<file path="config.mk">
export PLATFORM = sky130hd
export DESIGN_NAME = pixel_scan_counter_flat
export DESIGN_NICKNAME = d
export VERILOG_FILES = /design/src/rtl/pixel_scan_pkg.sv /design/src/rtl/pixel_scan_counter_if.sv /design/src/rtl/wrap_counter.sv /design/src/rtl/pixel_scan_counter.sv /design/src/flat_wrapper.sv
export SDC_FILE = /design/constraint.sdc
export NUM_CORES = 1
export LEC_CHECK = 0
export CORE_AREA = 2 2 71 73
export DETAILED_ROUTE_END_ITERATION = 10
export DIE_AREA = 0 0 73 75
export HOLD_SLACK_MARGIN = 0.06
export PLACE_DENSITY = 0.85
export SLEW_MARGIN = 0
export SYNTH_ARGS = -nofsm -noshare
export SYNTH_HDL_FRONTEND = slang
export SYNTH_SLANG_ARGS = --single-unit
</file>
<file path="constraint.sdc">
create_clock -name clk -period 3.7 [get_ports clk]
set_clock_uncertainty 0.05 [all_clocks]
set_input_delay 0.74 -clock clk [delete_from_list [all_inputs] [get_ports clk]]
set_output_delay 0.74 -clock clk [all_outputs]
set_load 0.02 [all_outputs]
</file>
<file path="src/rtl/pixel_scan_pkg.sv">
// Shared constants, width helper and scan state type for pixel_scan_counter.
package pixel_scan_pkg;

  localparam int unsigned DefXMax      = 1920;
  localparam int unsigned DefYMax      = 1080;
  localparam int unsigned DefNumLayers = 4;

  // clog2 with a floor of 1 so single-value ranges still get a real bit.
  function automatic int unsigned clog2_min1(input int unsigned value);
    return (value <= 2) ? 1 : $clog2(value);
  endfunction

  typedef enum logic [0:0] {
    IDLE = 1'b0,
    SCAN = 1'b1
  } scan_state_e;

endpackage

</file>
<file path="src/rtl/pixel_scan_counter_if.sv">
// Position stream from the scan generator to the compositor.
interface pixel_scan_counter_if #(
  parameter int unsigned LW = 1,
  parameter int unsigned XW = 2,
  parameter int unsigned YW = 2
);

  logic          out_valid;
  logic          out_ready;
  logic [LW-1:0] layer;
  logic [XW-1:0] x;
  logic [YW-1:0] y;
  logic          line_start;
  logic          line_end;
  logic          frame_start;
  logic          frame_end;

  modport master (
    output out_valid, layer, x, y, line_start, line_end, frame_start, frame_end,
    input  out_ready
  );

  modport slave (
    input  out_valid, layer, x, y, line_start, line_end, frame_start, frame_end,
    output out_ready
  );

endinterface

</file>
<file path="src/rtl/wrap_counter.sv">
// Up-counter that wraps to 0 after reaching a runtime maximum.
module wrap_counter #(
  parameter int unsigned W = 1
) (
  input  logic         clk,
  input  logic         reset,
  input  logic         clear,
  input  logic         inc,
  input  logic [W-1:0] max,
  output logic [W-1:0] count,
  output logic         at_max
);

  // Carry into the next stage is at_max & inc, formed by the parent.
  always_comb at_max = (count == max);

  // Clear dominates; otherwise count up and wrap at max.
  always_ff @(posedge clk or negedge reset) begin
    if (!reset) begin
      count <= '0;
    end else if (clear) begin
      count <= '0;
    end else if (inc) begin
      count <= at_max ? '0 : count + W'(1);
    end
  end

endmodule

</file>
<file path="src/rtl/pixel_scan_counter.sv">
// Raster scan generator: layer fastest, then x, then y, over a valid/ready stream.
module pixel_scan_counter
  import pixel_scan_pkg::*;
#(
  parameter int unsigned X_MAX      = DefXMax,
  parameter int unsigned Y_MAX      = DefYMax,
  parameter int unsigned NUM_LAYERS = DefNumLayers,
  parameter int unsigned XW         = clog2_min1(X_MAX),
  parameter int unsigned YW         = clog2_min1(Y_MAX),
  parameter int unsigned LW         = clog2_min1(NUM_LAYERS),
  parameter int unsigned FCW        = 16
) (
  input  logic                  clk,
  input  logic                  reset,
  input  logic                  start,
  input  logic                  abort,
  input  logic                  continuous,
  input  logic [LW:0]           active_layers,
  pixel_scan_counter_if.master  bus,
  output logic                  busy,
  output logic [FCW-1:0]        frame_count
);

  localparam int unsigned AW = LW + 1;

  scan_state_e   state;
  logic          valid;
  logic [AW-1:0] num_layers;
  logic [AW-1:0] layers_clamped;

  logic [LW-1:0] layer_cnt;
  logic [XW-1:0] x_cnt;
  logic [YW-1:0] y_cnt;
  logic [LW-1:0] layer_max;
  logic          layer_at_max, x_at_max, y_at_max;
  logic          fire, x_inc, y_inc, clear;
  logic          line_end, frame_end;

  // Clamp the requested layer count into 1..NUM_LAYERS.
  always_comb begin
    layers_clamped = active_layers;
    if (active_layers == '0) begin
      layers_clamped = AW'(1);
    end else if (32'(active_layers) > NUM_LAYERS) begin
      layers_clamped = AW'(NUM_LAYERS);
    end
  end

  // Carry chain and counter control.
  always_comb begin
    fire      = valid & bus.out_ready;
    x_inc     = fire & layer_at_max;
    y_inc     = x_inc & x_at_max;
    clear     = abort | (state == IDLE);
    layer_max = LW'(num_layers - AW'(1));
  end

  wrap_counter #(.W(LW)) u_layer_cnt (
    .clk    (clk),
    .reset  (reset),
    .clear  (clear),
    .inc    (fire),
    .max    (layer_max),
    .count  (layer_cnt),
    .at_max (layer_at_max)
  );

  wrap_counter #(.W(XW)) u_x_cnt (
    .clk    (clk),
    .reset  (reset),
    .clear  (clear),
    .inc    (x_inc),
    .max    (XW'(X_MAX - 1)),
    .count  (x_cnt),
    .at_max (x_at_max)
  );

  wrap_counter #(.W(YW)) u_y_cnt (
    .clk    (clk),
    .reset  (reset),
    .clear  (clear),
    .inc    (y_inc),
    .max    (YW'(Y_MAX - 1)),
    .count  (y_cnt),
    .at_max (y_at_max)
  );

  // Scan FSM with registered valid, latched layer count and frame counter.
  always_ff @(posedge clk or negedge reset) begin
    if (!reset) begin
      state       <= IDLE;
      valid       <= 1'b0;
      num_layers  <= AW'(1);
      frame_count <= '0;
    end else if (abort) begin
      state <= IDLE;
      valid <= 1'b0;
    end else begin
      unique case (state)
        IDLE: begin
          if (start) begin
            state      <= SCAN;
            valid      <= 1'b1;
            num_layers <= layers_clamped;
          end
        end
        SCAN: begin
          if (fire && frame_end) begin
            frame_count <= frame_count + FCW'(1);
            if (continuous) begin
              num_layers <= layers_clamped;
            end else begin
              state <= IDLE;
              valid <= 1'b0;
            end
          end
        end
        default: begin
          state <= IDLE;
          valid <= 1'b0;
        end
      endcase
    end
  end

  // Output decode; markers are gated by valid.
  always_comb begin
    line_end        = valid & layer_at_max & x_at_max;
    frame_end       = line_end & y_at_max;
    bus.out_valid   = valid;
    bus.layer       = layer_cnt;
    bus.x           = x_cnt;
    bus.y           = y_cnt;
    bus.line_start  = valid & (layer_cnt == '0) & (x_cnt == '0);
    bus.line_end    = line_end;
    bus.frame_start = valid & (layer_cnt == '0) & (x_cnt == '0) & (y_cnt == '0);
    bus.frame_end   = frame_end;
    busy            = (state == SCAN);
  end

endmodule

</file>
<file path="src/flat_wrapper.sv">
// flat-port wrapper written by rule: the top's interface ports become plain ports
module pixel_scan_counter_flat import pixel_scan_pkg::*;
#(
  parameter int unsigned X_MAX      = DefXMax,
  parameter int unsigned Y_MAX      = DefYMax,
  parameter int unsigned NUM_LAYERS = DefNumLayers,
  parameter int unsigned XW         = clog2_min1(X_MAX),
  parameter int unsigned YW         = clog2_min1(Y_MAX),
  parameter int unsigned LW         = clog2_min1(NUM_LAYERS),
  parameter int unsigned FCW        = 16
)
  (clk, reset, start, abort, continuous, active_layers, busy, frame_count, bus_out_valid, bus_layer, bus_x, bus_y, bus_line_start, bus_line_end, bus_frame_start, bus_frame_end, bus_out_ready);
  pixel_scan_counter_if #(.LW(LW), .XW(XW), .YW(YW)) bus_i ();
  input  logic clk;
  input  logic reset;
  input  logic start;
  input  logic abort;
  input  logic continuous;
  input  logic [LW:0] active_layers;
  output logic busy;
  output logic [FCW-1:0] frame_count;
  output wire logic [$bits(bus_i.out_valid)-1:0] bus_out_valid;
  output wire logic [$bits(bus_i.layer)-1:0] bus_layer;
  output wire logic [$bits(bus_i.x)-1:0] bus_x;
  output wire logic [$bits(bus_i.y)-1:0] bus_y;
  output wire logic [$bits(bus_i.line_start)-1:0] bus_line_start;
  output wire logic [$bits(bus_i.line_end)-1:0] bus_line_end;
  output wire logic [$bits(bus_i.frame_start)-1:0] bus_frame_start;
  output wire logic [$bits(bus_i.frame_end)-1:0] bus_frame_end;
  input wire logic [$bits(bus_i.out_ready)-1:0] bus_out_ready;
  assign bus_out_valid = bus_i.out_valid;
  assign bus_layer = bus_i.layer;
  assign bus_x = bus_i.x;
  assign bus_y = bus_i.y;
  assign bus_line_start = bus_i.line_start;
  assign bus_line_end = bus_i.line_end;
  assign bus_frame_start = bus_i.frame_start;
  assign bus_frame_end = bus_i.frame_end;
  assign bus_i.out_ready = bus_out_ready;
  pixel_scan_counter #(.X_MAX(X_MAX), .Y_MAX(Y_MAX), .NUM_LAYERS(NUM_LAYERS), .XW(XW), .YW(YW), .LW(LW), .FCW(FCW)) u_core (.clk(clk), .reset(reset), .start(start), .abort(abort), .continuous(continuous), .active_layers(active_layers), .bus(bus_i), .busy(busy), .frame_count(frame_count));
endmodule
</file>
==> metrics.yaml, run 1 <==
status: "finished, final reports clean"
hold_viol: 0
leakage_nw: 1.256
mostFrequentLayoutCell: "clkdlybuf4s50_1"
start_kind: "flip-flop"
postLayoutSetupSlackWorst_ns: 0.4072
ir_drop_v: 0.0001868
min_path_cells: 1
grt_pass1_wl_um: 9280
synthFlopType: "dfrtp_1"
syn_inst: 254
root_buffer: "clkbuf_8"
grt_overflow: 0
worst_pin_slew_ns: 0.9718
finalSetupTns_ns: 0
clkSinkCount: 44
hold_buffers: 0
syn_avg_cell_area_um2: 9.591
seq_area_um2: 1102
synth_warnings: 0
slowest_delay_ns: 0.66
hp-class: "flip-flop to flip-flop"
htreeDepth: 2
finalMaxSlewViolations: 0
routed_wl_um: 5653
worst_ep_required_time_ns: 2.91
grt_max_degree: 45
intPower_uw: 744.6
fin_crit_sh_pct: 89.00
cts_made_buffers: 5
cp-end-kind: "output pin"
wire_per_inst_um: 15.57
swShare_pct: 25.23
syn2layout_area_growth_pct: 28.35
worstSetupPathType: "flip-flop to output pin"
die-area_um2: 5475
drv_cap: 0
cts.clk_slew.worst_paths_ns: 0.08
grt_pass1_vias: 1950
power_frac_seq_pct: 51.3
drcViolationCount: 0
nNetsFinal: 323
fp-row-count: 25
reg2reg_setup_slack_ns: 0.79
ys_seq_elements: 44
place_ws_ns: 0.5788
critical_path_peak_fanout: 5
drtPass1Iterations: 4
grtUsageTotal_pct: 21.89
crit_slowest_cell: "nor4_1"
post_cts_resized: 0
vias_per_cell: 5.912
io_buffers: 54
detailedRoute.firstIterationViolations: 213
r2r_cells: 6
diodes: 0
synth_area_um2: 2436
power_density_nw_per_um2: 318.5
holdCritStartpoint: "u_core.frame_count[15]$_DFFE_PN0P_"
yosysSeqAreaShare_pct: 45.25
start_util_pct: 52.27
cts_buffer_depth: 2
pwr-share-clk_pct: 37.2
synth.net_count: 269
synth_cell_types: 44
critPathArrivalTime_ns: 2.50
worstSkewPairLatency_ns: 0.30
slew_headroom_pct: 35.22
finalSetupViolCount: 0
cts_tree: "built"
num-fill-cells: 384
crit_chain: "ha_1 > inv_1 > nor4_1 > and3_1 > clkdlybuf4s50_1"
place_hpwl_um: 3982
cts_setup_buffers: 0
gp_congestion: 0.9015
core_um2: 4661
ios: 55
drive_above_1_share_pct: 6.472
rsz0062_at_grt: "no"
via_count: 2146
timing.fmax_mhz: 303.7
post-route-min-period_ns: 3.293
antenna_found_initial: 0
p_sw_uw: 251.2
timing.critical_path.from: "u_core.u_x_cnt.count[1]$_DFFE_PN0P_"
synth-edff-count: 0
ant_nets: 0
dieHeight_um: 75
multi_input_area_um2: 1239
final_cell_mix: "clkdlybuf4s50_1 (53), dfrtp_1 (43), nor2_1 (26)"
pwr-share-comb_pct: 11.6
async_flop_share_pct: 100.0
dieWidth_um: 73
r2r-start: "u_core.u_x_cnt.count[1]$_DFFE_PN0P_"
==> through the flow <==
stage	instances	hold WS (ns)	cell area, um2	power (mW)	utilization, %
after floorplan	254	0.3944	2436	0.5815	-
after global placement	355	0.4100	3015	0.6303	64.70
after detailed placement	355	0.4308	3015	0.6344	64.70
after CTS	363	0.4475	3127	1.004	67.09
after global routing	363	0.4604	3127	1.034	67.09
final	363	0.4437	3127	0.9958	67.09
==> power groups by stage <==
stage / clock (mW) / sequential (mW) / combinational, mW
6_report: 0.370 / 0.511 / 0.115
2_1_floorplan: 0 / 0.520 / 0.0619
3_5_place_dp: 0 / 0.520 / 0.115
5_1_grt: 0.395 / 0.512 / 0.126
3_3_place_gp: 0 / 0.519 / 0.112
4_1_cts: 0.377 / 0.510 / 0.116
==> cell families (layout without fill, tap and decap cells) <==
kind of cell	after synthesis	after routing	share of synthesized area, %
adder cells (fa/ha/maj)	6	6	3.082
multiplexers	7	7	3.287
XOR/XNOR	25	25	8.988
buffers and inverters	24	79	3.903
AO/OA/AOI/OAI	40	40	10.58
AND/OR/NAND/NOR	108	108	24.91
flip-flops	44	44	45.25
==> area by class of cell <==
type	instances	area share, %
clock buffer	5	2.201
clock inverter	3	1.361
tap	54	2.161
timing repair buffer	56	17.61
sequential	44	35.25
multi-input combinational	186	39.62
inverter	15	1.801
==> critical path: cells and delay by family (launching register included) <==
kind	cells	cell delay, ns
buffers and inverters	2	0.66
adders and majority gates	1	0.21
and+or+nand+nor	2	0.92
DFF	1	0.42
==> worst paths after layout <==
check / to
max: bus_frame_end
min: u_core.frame_count[15]$_DFFE_PN0P_
max reg2reg: u_core.num_layers[1]$_DFFE_PN0P_
min reg2reg: u_core.frame_count[15]$_DFFE_PN0P_
max in group asynchronous: u_core.frame_count[14]$_DFFE_PN0P_
min in group asynchronous: u_core.frame_count[5]$_DFFE_PN0P_
==> metal layers <==
layer	GRT usage [%]	share of wire, %	vias up
met2	35.54	48	81
met4	7.202	0.97	0
met5	0	0	-
met3	4.418	5.6	7
li1	-	-	1017
met1	29.59	45	1041
==> synth_stat cells, types with 3 or more instances <==
library cell / count / area (um2)
o41ai_1: 4 / 35.03
xor2_1: 11 / 96.34
clkbuf_1: 5 / 18.77
xnor2_1: 14 / 122.6
nand2_1: 17 / 63.81
nor2b_1: 3 / 18.77
nand3_1: 13 / 65.06
nor2_1: 26 / 97.59
nand4_1: 10 / 62.56
buf_2: 4 / 20.02
or3_1: 4 / 25.02
ha_1: 6 / 75.07
nor3_1: 7 / 35.03
dfrtp_1: 43 / 1076
a211oi_1: 4 / 30.03
inv_1: 15 / 56.30
and3_1: 4 / 25.02
o31ai_1: 4 / 30.03
a21oi_1: 11 / 55.05
o21ai_0: 10 / 50.05
nor4b_1: 4 / 35.03
==> flip-flops by register name, summed over array words and instances (netlist names) <==
name / count
u_core.frame_count: 16
u_core.u_x_cnt.count: 11
u_core.u_y_cnt.count: 11
u_core.num_layers: 2
u_core.u_layer_cnt.count: 2
u_core.bus.out_valid: 1
u_core.busy: 1
No activity file was read; power rests on OpenSTA's default activity.
==> inputs of run 2 (changes only) <==
--- a/config.mk
+++ b/config.mk
@@ -5,11 +5,11 @@
 export SDC_FILE = /design/constraint.sdc
 export NUM_CORES = 1
 export LEC_CHECK = 0
-export CORE_AREA = 2 2 71 73
+export CORE_AREA = 2 2 94 96
 export DETAILED_ROUTE_END_ITERATION = 10
-export DIE_AREA = 0 0 73 75
+export DIE_AREA = 0 0 96 98
 export HOLD_SLACK_MARGIN = 0.06
-export PLACE_DENSITY = 0.85
+export PLACE_DENSITY = 0.54
 export SLEW_MARGIN = 0
 export SYNTH_ARGS = -nofsm -noshare
 export SYNTH_HDL_FRONTEND = slang
==> run 2 against run 1 <==
Worst setup slack gained 0.073 ns. Critical path type unchanged. Highest routed layer unchanged. Critical path depth shrank 1. Die area grew 72%. Global-route usage shrank 8.0 points.
==> metrics.yaml, run 2 (same netlist as run 1, synthesis figures left out) <==
status: "finished, final reports clean"  # unchanged
clkSinkCount: 44  # unchanged
slew_headroom_pct: 32.09  # was 35.22%
antenna_found_initial: 0  # unchanged
post-route-min-period_ns: 3.220  # was 3.293 ns
ios: 55  # unchanged
htreeDepth: 2  # unchanged
drtPass1Iterations: 4  # unchanged
p_sw_uw: 266.1  # was 251.2 uW
routed_wl_um: 6146  # was 5653 um
hold_buffers: 0  # unchanged
vias_per_cell: 5.002  # was 5.912
fp-row-count: 34  # was 25
worst_ep_required_time_ns: 2.91  # about the same
power_frac_seq_pct: 50.2  # was 51.3%
grtUsageTotal_pct: 13.93  # was 21.89%
final_util_pct: 38.15  # was 67.09%
nNetsFinal: 327  # was 323
critPathArrivalTime_ns: 2.43  # was 2.50 ns
reg2reg_setup_slack_ns: 1.20  # was 0.79 ns
syn2layout_area_growth_pct: 32.56  # was 28.35%
fin_crit_sh_pct: 87.03  # was 89.00%
ir_drop_v: 0.0001378  # was 0.0001868 V
leakage_nw: 1.279  # was 1.256 nW
largest_registers: "u_core.frame_count: 16 flops, u_core.u_x_cnt.count: 11 flops, u_core.u_y_cnt.count: 11 flops"  # unchanged
worstSkewPairLatency_ns: 0.31  # was 0.30 ns
gp_congestion: 0.8068  # was 0.9015
drive_above_1_share_pct: 7.668  # was 6.472%
cts.clk_slew.worst_paths_ns: 0.10  # was 0.08 ns
core_um2: 8466  # was 4661 um2
r2r_cells: 5  # was 6
swShare_pct: 26.17  # was 25.23%
final_cell_mix: "clkdlybuf4s50_1 (53), dfrtp_1 (43), nor2_1 (26)"  # unchanged
grt_max_degree: 45  # unchanged
start_util_pct: 28.78  # was 52.27%
finalSetupViolCount: 0  # unchanged
grt_overflow: 0  # unchanged
grt_pass1_wl_um: 10310  # was 9280 um
ant_nets: 0  # unchanged
min_path_cells: 1  # unchanged
finalSetupTns_ns: 0  # unchanged
dieHeight_um: 98  # was 75 um
post_cts_resized: 0  # unchanged
finalMaxSlewViolations: 0  # unchanged
place_inst: 413  # was 355
hold_end: "u_core.frame_count[15]$_DFFE_PN0P_"  # unchanged
r2r_end: "u_core.u_y_cnt.count[5]$_DFFE_PN0P_"  # was u_core.num_layers[1]$_DFFE_PN0P_
holdCritStartpoint: "u_core.frame_count[15]$_DFFE_PN0P_"  # unchanged
place_hpwl_um: 4483  # was 3982 um
hp-class: "flip-flop to flip-flop"  # unchanged
layout.cells.non_filler: 421  # was 363
power_density_nw_per_um2: 314.8  # was 318.5 nW/um2
start_kind: "flip-flop"  # unchanged
io_buffers: 54  # unchanged
r2r-start: "u_core.u_layer_cnt.count[1]$_DFFE_PN0P_"  # was u_core.u_x_cnt.count[1]$_DFFE_PN0P_
drcViolationCount: 0  # unchanged
grt_pass1_vias: 1994  # was 1950
cts_tree: "built"  # unchanged
num-fill-cells: 867  # was 384
largest-register: "u_core.frame_count"  # unchanged
rsz0062_at_grt: "no"  # unchanged
via_count: 2106  # was 2146
hold_viol: 0  # unchanged
dieWidth_um: 96  # was 73 um
wire_per_inst_um: 14.60  # was 15.57 um
root_buffer: "clkbuf_8"  # unchanged
largest_register_ff_count: 16  # unchanged
worstSetupPathType: "flip-flop to output pin"  # unchanged
critical_path_peak_fanout: 9  # was 5
diodes: 0  # unchanged
mostFrequentLayoutCell: "clkdlybuf4s50_1"  # unchanged
die-area_um2: 9408  # was 5475 um2
drv_cap: 0  # unchanged
cts_made_buffers: 5  # unchanged
detailedRoute.firstIterationViolations: 117  # was 213
cts_setup_buffers: 0  # unchanged
worst_pin_slew_ns: 1.019  # was 0.9718 ns
intPower_uw: 750.6  # was 744.6 uW
pwr-share-clk_pct: 38.2  # was 37.2%
pwr-share-comb_pct: 11.6  # about the same
cts_buffer_depth: 2  # unchanged
cp-end-kind: "output pin"  # unchanged
timing.fmax_mhz: 310.6  # was 303.7 MHz
==> run 2: cell count changes in the layout (fill, tap and decap cells not counted) <==
cell / delta
clkinv_4: +2
clkinvlp_4: -1
clkinv_2: -1
buf_4: +4
==> run 2: routing by layer <==
layer	up-vias	global-route usage (%)	part of all wire (%)
li1	1022	-	-
met5	-	0	0
met4	0	3.956	1.1
met2	66	20.09	46
met1	1012	20.73	48
met3	6	3.241	5.0
==> run 2: layout make-up <==
| class | count | area (um2) | share of cell area [%] |
|---|---|---|---|
| timing repair buffer | 60 | 580.6 | 17.98 |
| inverter | 15 | 56.30 | 1.744 |
| clock buffer | 5 | 68.82 | 2.131 |
| sequential | 44 | 1102 | 34.13 |
| tap | 108 | 135.1 | 4.184 |
| clock inverter | 3 | 47.55 | 1.472 |
| multi-input combinational | 186 | 1239 | 38.36 |
==> run 2: metrics by stage <==
step / hold WS [ns] / area (um2) / total power, mW / setup WS, ns
4_1_cts: 0.4365 / 3229 / 1.030 / 0.4757
5_1_grt: 0.4538 / 3229 / 1.068 / 0.3757
3_3_place_gp: 0.4140 / 3113 / 0.6375 / 0.5861
6_report: 0.4285 / 3229 / 1.017 / 0.4800
3_5_place_dp: 0.4198 / 3113 / 0.6394 / 0.5337
2_1_floorplan: 0.3944 / 2436 / 0.5815 / 1.319
==> run 2: power by group through the flow <==
stage	Combinational (mW)	Sequential, mW	Clock, mW
final	0.118	0.510	0.389
after CTS	0.120	0.510	0.400
after floorplan	0.0619	0.520	0
after detailed placement	0.120	0.520	0
after global routing	0.132	0.513	0.423
after global placement	0.118	0.519	0
==> run 2: how the worst max path moves through the flow <==
stage	cells after the start	to	start
floorplan	3	bus_frame_end	u_core.u_y_cnt.count[7]$_DFFE_PN0P_
global placement	6	u_core.u_y_cnt.count[9]$_DFFE_PN0P_	bus_out_ready
detailed placement	6	u_core.u_y_cnt.count[5]$_DFFE_PN0P_	bus_out_ready
CTS	4	bus_frame_end	u_core.u_y_cnt.count[3]$_DFFE_PN0P_
global route	4	bus_frame_end	u_core.u_y_cnt.count[3]$_DFFE_PN0P_
finish	4	bus_frame_end	u_core.u_y_cnt.count[3]$_DFFE_PN0P_
==> run 2: critical path: stages (launching register included) <==
cell,delay [ns]
dfrtp_1,0.48
or4_4,0.56
nor4_4,0.26
and3_1,0.22
clkdlybuf4s50_1,0.60
